<file path="config.mk">
export PLATFORM = sky130hd
export DESIGN_NAME = pipe_stage_reg
export DESIGN_NICKNAME = d
export VERILOG_FILES = /design/src/rtl/pipe_pkg.sv /design/src/rtl/pipe_skid_buf.sv /design/src/rtl/pipe_stage_reg.sv
export SDC_FILE = /design/constraint.sdc
export NUM_CORES = 1
export LEC_CHECK = 0
export ABC_CLOCK_PERIOD_IN_PS = 3150
export BUFFER_PORTS_ARGS = -buffer_cell sky130_fd_sc_hd__buf_4
export CELL_PAD_IN_SITES_DETAIL_PLACEMENT = 0
export CELL_PAD_IN_SITES_GLOBAL_PLACEMENT = 1
export CORE_MARGIN = 2
export CORE_UTILIZATION = 37
export CTS_CLUSTER_SIZE = 12
export DETAILED_ROUTE_END_ITERATION = 10
export MAX_ROUTING_LAYER = met4
export PLACE_DENSITY_LB_ADDON = 0.2
export SLEW_MARGIN = 5
export SYNTH_ARGS = -nofsm -noshare
export SYNTH_HDL_FRONTEND = slang
export SYNTH_HIERARCHICAL = 1
export SYNTH_SLANG_ARGS = --single-unit
</file>
<file path="constraint.sdc">
create_clock -name clock -period 3.15 [get_ports clock]
set_input_delay 0.315 -clock clock [delete_from_list [all_inputs] [get_ports clock]]
set_output_delay 0.315 -clock clock [all_outputs]
set_load 0.02 [all_outputs]
</file>
<file path="src/rtl/pipe_pkg.sv">
// Shared definitions for the reusable pipeline stage register.
// Default widths and the payload layout carried through a stage.
package pipe_pkg;

    localparam int DATA_W_DEF      = 32;
    localparam int RD_W_DEF        = 5;
    localparam int STALL_CNT_W_DEF = 16;

    // One beat as it travels between stages (default widths).
    // Inside the stage the same fields are packed MSB-first as
    // {data, rd, reg_en}, so a flat vector and this struct line up.
    typedef struct packed {
        logic [DATA_W_DEF-1:0] data;
        logic [RD_W_DEF-1:0]   rd;
        logic                  reg_en;
    } pipe_payload_t;

endpackage

</file>
<file path="src/rtl/pipe_skid_buf.sv">
// One-slot skid buffer sitting behind the main stage register.
// Holds a single parked beat plus an empty flag. The flag is itself a
// flop, so the upstream ready derived from it has no combinational
// path back from the downstream side.
module pipe_skid_buf #(
    parameter int PAY_W = 38
) (
    input  logic             clock,
    input  logic             reset,
    input  logic             clear_i,
    input  logic             load_i,
    input  logic             unload_i,
    input  logic [PAY_W-1:0] pay_i,
    output logic [PAY_W-1:0] pay_o,
    output logic             empty_o
);

    logic             empty_q;
    logic [PAY_W-1:0] pay_q;

    // Park a beat on load, release it on unload; clear drops it outright.
    always_ff @(posedge clock) begin
        if (!reset) begin
            empty_q <= 1'b1;
            pay_q   <= '0;
        end else if (clear_i) begin
            empty_q <= 1'b1;
        end else if (load_i) begin
            empty_q <= 1'b0;
            pay_q   <= pay_i;
        end else if (unload_i) begin
            empty_q <= 1'b1;
        end
    end

    assign pay_o   = pay_q;
    assign empty_o = empty_q;

endmodule

</file>
<file path="src/rtl/pipe_stage_reg.sv">
// Reusable pipeline stage register with valid/ready handshake, flush,
// write-enable bubble qualification and a saturating stall counter.
// Optional feature macro: PIPE_SKID_EN adds a one-entry skid buffer and
// turns ready_out into a registered signal.
module pipe_stage_reg
    import pipe_pkg::*;
#(
    parameter int DATA_W      = DATA_W_DEF,
    parameter int RD_W        = RD_W_DEF,
    parameter int STALL_CNT_W = STALL_CNT_W_DEF
) (
    input  logic                   clock,
    input  logic                   reset,
    input  logic                   flush,
    input  logic                   valid_in,
    output logic                   ready_out,
    input  logic [DATA_W-1:0]      data_in,
    input  logic [RD_W-1:0]        rd_in,
    input  logic                   reg_en_in,
    output logic                   valid_out,
    input  logic                   ready_in,
    output logic [DATA_W-1:0]      data_out,
    output logic [RD_W-1:0]        rd_out,
    output logic                   reg_en_out,
    output logic [STALL_CNT_W-1:0] stall_cnt
);

    localparam int PAY_W = DATA_W + RD_W + 1;
    localparam logic [STALL_CNT_W-1:0] STALL_MAX = {STALL_CNT_W{1'b1}};

    logic                   valid_q, valid_d;
    logic [PAY_W-1:0]       main_q, main_d;
    logic [STALL_CNT_W-1:0] stall_q, stall_d;
    logic [PAY_W-1:0]       in_pay;
    logic                   up_xfer;
    logic                   dn_xfer;

    assign in_pay  = {data_in, rd_in, reg_en_in};
    assign up_xfer = valid_in && ready_out;
    assign dn_xfer = valid_q && ready_in;

`ifdef PIPE_SKID_EN
    logic             skid_load;
    logic             skid_unload;
    logic             skid_empty;
    logic [PAY_W-1:0] skid_pay;

    // A beat accepted while the main register is full and not draining
    // must park in the skid slot; it leaves when the main beat drains.
    assign skid_load   = up_xfer && valid_q && !ready_in && !flush;
    assign skid_unload = dn_xfer && !skid_empty && !flush;

    pipe_skid_buf #(
        .PAY_W (PAY_W)
    ) u_skid (
        .clock    (clock),
        .reset    (reset),
        .clear_i  (flush),
        .load_i   (skid_load),
        .unload_i (skid_unload),
        .pay_i    (in_pay),
        .pay_o    (skid_pay),
        .empty_o  (skid_empty)
    );

    // Upstream may push whenever the skid slot is free.
    assign ready_out = skid_empty;

    // Main register refills from skid first to keep beats in order.
    always_comb begin
        valid_d = valid_q;
        main_d  = main_q;
        if (flush) begin
            valid_d = 1'b0;
        end else if (!valid_q || dn_xfer) begin
            if (!skid_empty) begin
                valid_d = 1'b1;
                main_d  = skid_pay;
            end else if (up_xfer) begin
                valid_d = 1'b1;
                main_d  = in_pay;
            end else begin
                valid_d = 1'b0;
            end
        end
    end
`else
    // Room exists when empty or when the held beat leaves this cycle.
    assign ready_out = ready_in || !valid_q;

    // Single register: load on accept, empty on drain without refill.
    always_comb begin
        valid_d = valid_q;
        main_d  = main_q;
        if (flush) begin
            valid_d = 1'b0;
        end else if (up_xfer) begin
            valid_d = 1'b1;
            main_d  = in_pay;
        end else if (dn_xfer) begin
            valid_d = 1'b0;
        end
    end
`endif

    // Count stalled cycles independently of flush; stick at all-ones.
    always_comb begin
        stall_d = stall_q;
        if (valid_q && !ready_in && (stall_q != STALL_MAX)) begin
            stall_d = stall_q + STALL_CNT_W'(1);
        end
    end

    // State update; data/rd are left untouched by flush and drain.
    always_ff @(posedge clock) begin
        if (!reset) begin
            valid_q <= 1'b0;
            main_q  <= '0;
            stall_q <= '0;
        end else begin
            valid_q <= valid_d;
            main_q  <= main_d;
            stall_q <= stall_d;
        end
    end

    assign valid_out  = valid_q;
    assign data_out   = main_q[PAY_W-1 -: DATA_W];
    assign rd_out     = main_q[RD_W:1];
    // Qualify the write enable so an empty stage can never write.
    assign reg_en_out = main_q[0] && valid_q;
    assign stall_cnt  = stall_q;

endmodule
</file>
---- After elaboration in Yosys (flattened, before gate mapping) ----
Cells that the tools add are included.
W data, S select, Z words.
cells by class
  add/sub/neg operators ................... 1
  mux-type cells .......................... 2
  eq/ne operators ......................... 1
  bitwise gates (word level) .............. 2
  reductions and logical operators ........ 11
operator list
  cell                     count
  $add A16 B1 Y16 const B  1
  $ne A16 B16 Y1 const B   1
  $logic_and A1 B1 Y1      5
  $logic_not A1 Y1         2
  $mux W1                  2
  $not A1 Y1               2
  $reduce_and A2 Y1        1
  $reduce_bool A2 Y1       1
  $reduce_or A2 Y1         1
  $logic_or A1 B1 Y1       1
word-level totals
  output and inout bits ................... 56
  logic and storage cells ................. 20
  bits in registers ....................... 55

---- Logic depth before layout (Yosys ltp) ----
  depth in word-level cells ............... 4
  depth in mapped cells ................... 7
  gate-level depth less buffers ........... 5

---- Least setup slack after synthesis ----
Ideal clock, no wire load.
  path type ............................... register to register
  start point ............................. register stall_q[1] (netlist: stall_cnt[1])
  end point ............................... register stall_q[1] (netlist: stall_cnt[1])
  clock period less this slack ............ 1,683 ps
  setup time .............................. 120 ps
  slack ................................... 1,467 ps
  buffers on the path ..................... 0
  stages on the path, launching flop included .. 6
  data required time ...................... 3,030 ps
  data arrival time ....................... 1,563 ps
  cell sequence ........................... dfxtp_1 ha_1 nand3_1 nor4_1 nor2_1 mux2i_1
between the ends
  word-level cells in the longest chain between the ends .. 2
  elaborated cells on any way between the ends .. 3
  those cells by class .................... 1 x add/sub; 1 x eq/ne; 1 x reduce/logical
ends and longest elaborated chain
  what                                                     RTL line               RTL
  from (decl)                                              pipe_stage_reg.sv:33   logic [STALL_CNT_W-1:0] stall_q, stall_d;
  from (signal assigned)                                   pipe_stage_reg.sv:123  stall_q <= stall_d;
  branches (longest 2 deep; another with $add A16 B1 Y16)  n/a
Several ways; the timed one is not identified.
A chain may end at the register's enable or synchronous reset.

---- Final worst setup path ----
  start point ............................. register stall_q[0] (netlist: stall_cnt[0])
  end point ............................... register stall_q[0] (netlist: stall_cnt[0])
Same word-level chain as after synthesis.

==> results.cfg <==
[run_status]
status = finished with violations
violations = DRC

[sta]
worst_slew_pin_slew_ns = 0.909
setup_viol = 0
grt_setup_unrepaired = no
relSlewSlack = 0.393
finClkSkew_ns = 0.00407
tns_ns = 0
slew_viol_final = 0
hold_violations = 0
fmax_ghz = 0.521
finalCriticalPeriod_ns = 1.92
fin_crit_sh = 0.609

[clock_tree]
numCtsBuffers = 5
clk_pin_slew_worst_paths_ns = 0.10
clock-sinks = 55
cts_tree = built
hold_buffers = 0
cts_root_buf = clkbuf_8
cts-resized-gates = 0
clk_latency_ns = 0.31
postCtsSetupRepairBufs = 0
cts_htree_levels = 2
cts.path.max_buffers = 2

[pwr]
clock_power_share = 0.347
p_sw_frac = 0.246
p_switching_uw = 340
power.leakage_nw = 1.33
p_comb_frac = 0.123
ir_drop_mv = 0.207
power_density_mw_per_mm2 = 443
p_seq_frac = 0.530
internal_power_mw = 1.04

[critical_path]
r2r_start = stall_cnt[0]$_SDFFE_PN0P_
arrival_ns = 2.08
cp-start-kind = flop
worstPathRequired_ns = 3.31
cp-end-kind = flop
path_max_fanout = 8
crit_path_start = stall_cnt[0]$_SDFFE_PN0P_
critical_path_class = flop to flop
reg2reg_depth = 5

[drt]
wirelength_mm = 5.61
drt.antenna.violating_nets = 0
first_pass_iters = 10
drc_errors = 8
drt_iter0_drc = 74
via_count = 2152
vias_per_cell = 4.90
wl_per_cell_microns = 12.8

[global_routing]
grt_pass1_wl_mm = 9.14
grt_usage = 0.157
grt_use_met1 = 0.200
antenna_found_initial = 0
grt_pass1_vias = 1962
grt_max_degree = 53
grt_overflow_total = 0
met3_usage = 0.0395
grt.busiest_layer = met2
grt_use_met2 = 0.249

[logic_synthesis]
synth_top_family_by_area = simple AND/OR/NAND/NOR gates
synth_seq_area_share = 0.444
synth-adder-area-share = 0.00505
synth_xor_area_frac = 0.00706
ys_ff_latch = 55
yosys.area_share.simple = 0.259
synthTopCellsByArea = dfxtp_1, nand2_1, buf_4
avgSynthCellArea_sq_um = 8.13
synth_compound_area_frac = 0.127
synth_largest_area_cell = dfxtp_1
syn_nets = 349
syn_inst = 305
ys_warn_count = 6
synth_area_sq_mm = 0.00248
synthMuxAreaShare = 0.0161
yosysUniqueCellTypes = 35
yosys.area.top_type_share = 0.444

[floorplanning]
die_width_microns = 85.9
start_util = 0.386
die-area_sq_mm = 0.00737
ioPinCount = 99
die_h_microns = 85.9
core-area_sq_mm = 0.00642
rows = 29

[layout]
regArea_sq_mm = 0.00110
multi_input_area_sq_mm = 0.00103
final_nets = 405
n_antenna_cell = 0
fill_cells = 681
layout-drive-gt1-share = 0.318
stdcell_area_sq_mm = 0.00311
syn_to_final_growth_pct = 25.6

[min_path]
hold_start = flush
hp-class = input pin to flop
holdPathStages = 2

[placed_design]
gp_congestion = 0.767
place_area_sq_mm = 0.00300
io_buffer_count = 98
dpl.hpwl_mm = 3.92

[flow_run]
max_cap_viol_count = 0
[critical path, cell delays in order, from the launching register on]
cell     delay, ns
dfxtp_1       0.52
ha_1          0.37
nand3_1       0.20
nor4_1        0.44
or3_1         0.18
a21oi_1       0.06
[cell usage in the layout (no fill, tap or decap), types with 2 or more instances in the layout]
| cell | synthesis | final |
|---|---|---|
| nand4_2 | 2 | 2 |
| a21oi_1 | 47 | 47 |
| o21ai_0 | 5 | 5 |
| o31ai_1 | 2 | 2 |
| clkbuf_8 | 0 | 5 |
| nor4_1 | 2 | 2 |
| and4_1 | 3 | 3 |
| inv_2 | 2 | 2 |
| and2_1 | 2 | 2 |
| nand4_1 | 5 | 5 |
| or4_1 | 2 | 2 |
| xor2_1 | 2 | 2 |
| or3_1 | 5 | 5 |
| nor2_1 | 7 | 7 |
| buf_4 | 38 | 99 |
| nor3_1 | 4 | 4 |
| nand2b_1 | 3 | 3 |
| mux2i_1 | 4 | 4 |
| nand3_1 | 3 | 3 |
| nand2_1 | 85 | 85 |
| dfxtp_1 | 55 | 55 |
[final cells by class]
cell class,instances,share of cell area
Timing Repair Buffer,100,0.245
Sequential cell,55,0.354
Clock buffer,6,0.0233
Inverter,3,0.00362
Multi-Input combinational cell,196,0.331
Tap cell,77,0.0309
Clock inverter,2,0.0125
[cell usage after synthesis]
cell / instances
nand2_1: 85
dfxtp_1: 55
a21oi_1: 47
buf_4: 38
clkbuf_1: 7
nor2_1: 7
buf_2: 6
nand4_1: 5
o21ai_0: 5
or3_1: 5
mux2i_1: 4
nor3_1: 4
and4_1: 3
nand2b_1: 3
nand3_1: 3
and2_1: 2
inv_2: 2
nand4_2: 2
nor3b_1: 2
nor4_1: 2
o31ai_1: 2
or4_1: 2
xor2_1: 2
a41oi_1: 1
and2b_1: 1
and3_1: 1
and4b_1: 1
ha_1: 1
inv_1: 1
nand3b_1: 1
nand4_4: 1
nor4_4: 1
o2111ai_1: 1
o21ai_1: 1
o311ai_2: 1
[metal layers]
metal	vias to the layer above	routed length [microns]	part of all wire
met3	5	367	0.065
met2	67	2670	0.48
met4	0	57	0.010
li1	1105	-	-
met5	-	0	0
met1	975	2520	0.45
[worst paths after layout]
kind | to | slack (ns)
max reg2reg | stall_cnt[0]$_SDFFE_PN0P_ | 1.23
min | valid_out$_SDFFE_PP0P_ | 0.18
max | stall_cnt[0]$_SDFFE_PN0P_ | 1.23
min reg2reg | main_q[19]$_SDFFE_PN0P_ | 0.46
[power groups by stage]
| stage | sequential, mW | clock [mW] | combinational, mW |
|---|---|---|---|
| after floorplan | 0.746 | 0 | 0.111 |
| final | 0.731 | 0.479 | 0.170 |
| after detailed placement | 0.748 | 0 | 0.172 |
| after CTS | 0.732 | 0.499 | 0.172 |
| after global routing | 0.734 | 0.525 | 0.186 |
| after global placement | 0.747 | 0 | 0.172 |
[stage by stage]
stage	hold WS, ns	setup WS [ns]	instances	total power, mW	util
global placement	0.441	1.20	431	0.919	0.468
finish	0.182	1.23	439	1.38	0.485
floorplan	0.394	1.47	305	0.857	-
global route	0.167	1.08	439	1.45	0.485
CTS	0.174	1.21	439	1.40	0.485
detailed placement	0.448	1.23	431	0.920	0.468
[sequential cells by signal (all words and copies together), names as in the netlist]
register	count
main_q	38
valid_out	1
stall_cnt	16
[logic make-up after synthesis]
group | count (synthesis)
buf+inv | 54
fa+ha+maj | 1
xor+xnor | 2
flops | 55
mux | 4
simple gates | 131
compound gates | 58
Note: power is estimated with default switching activity, not from simulation.
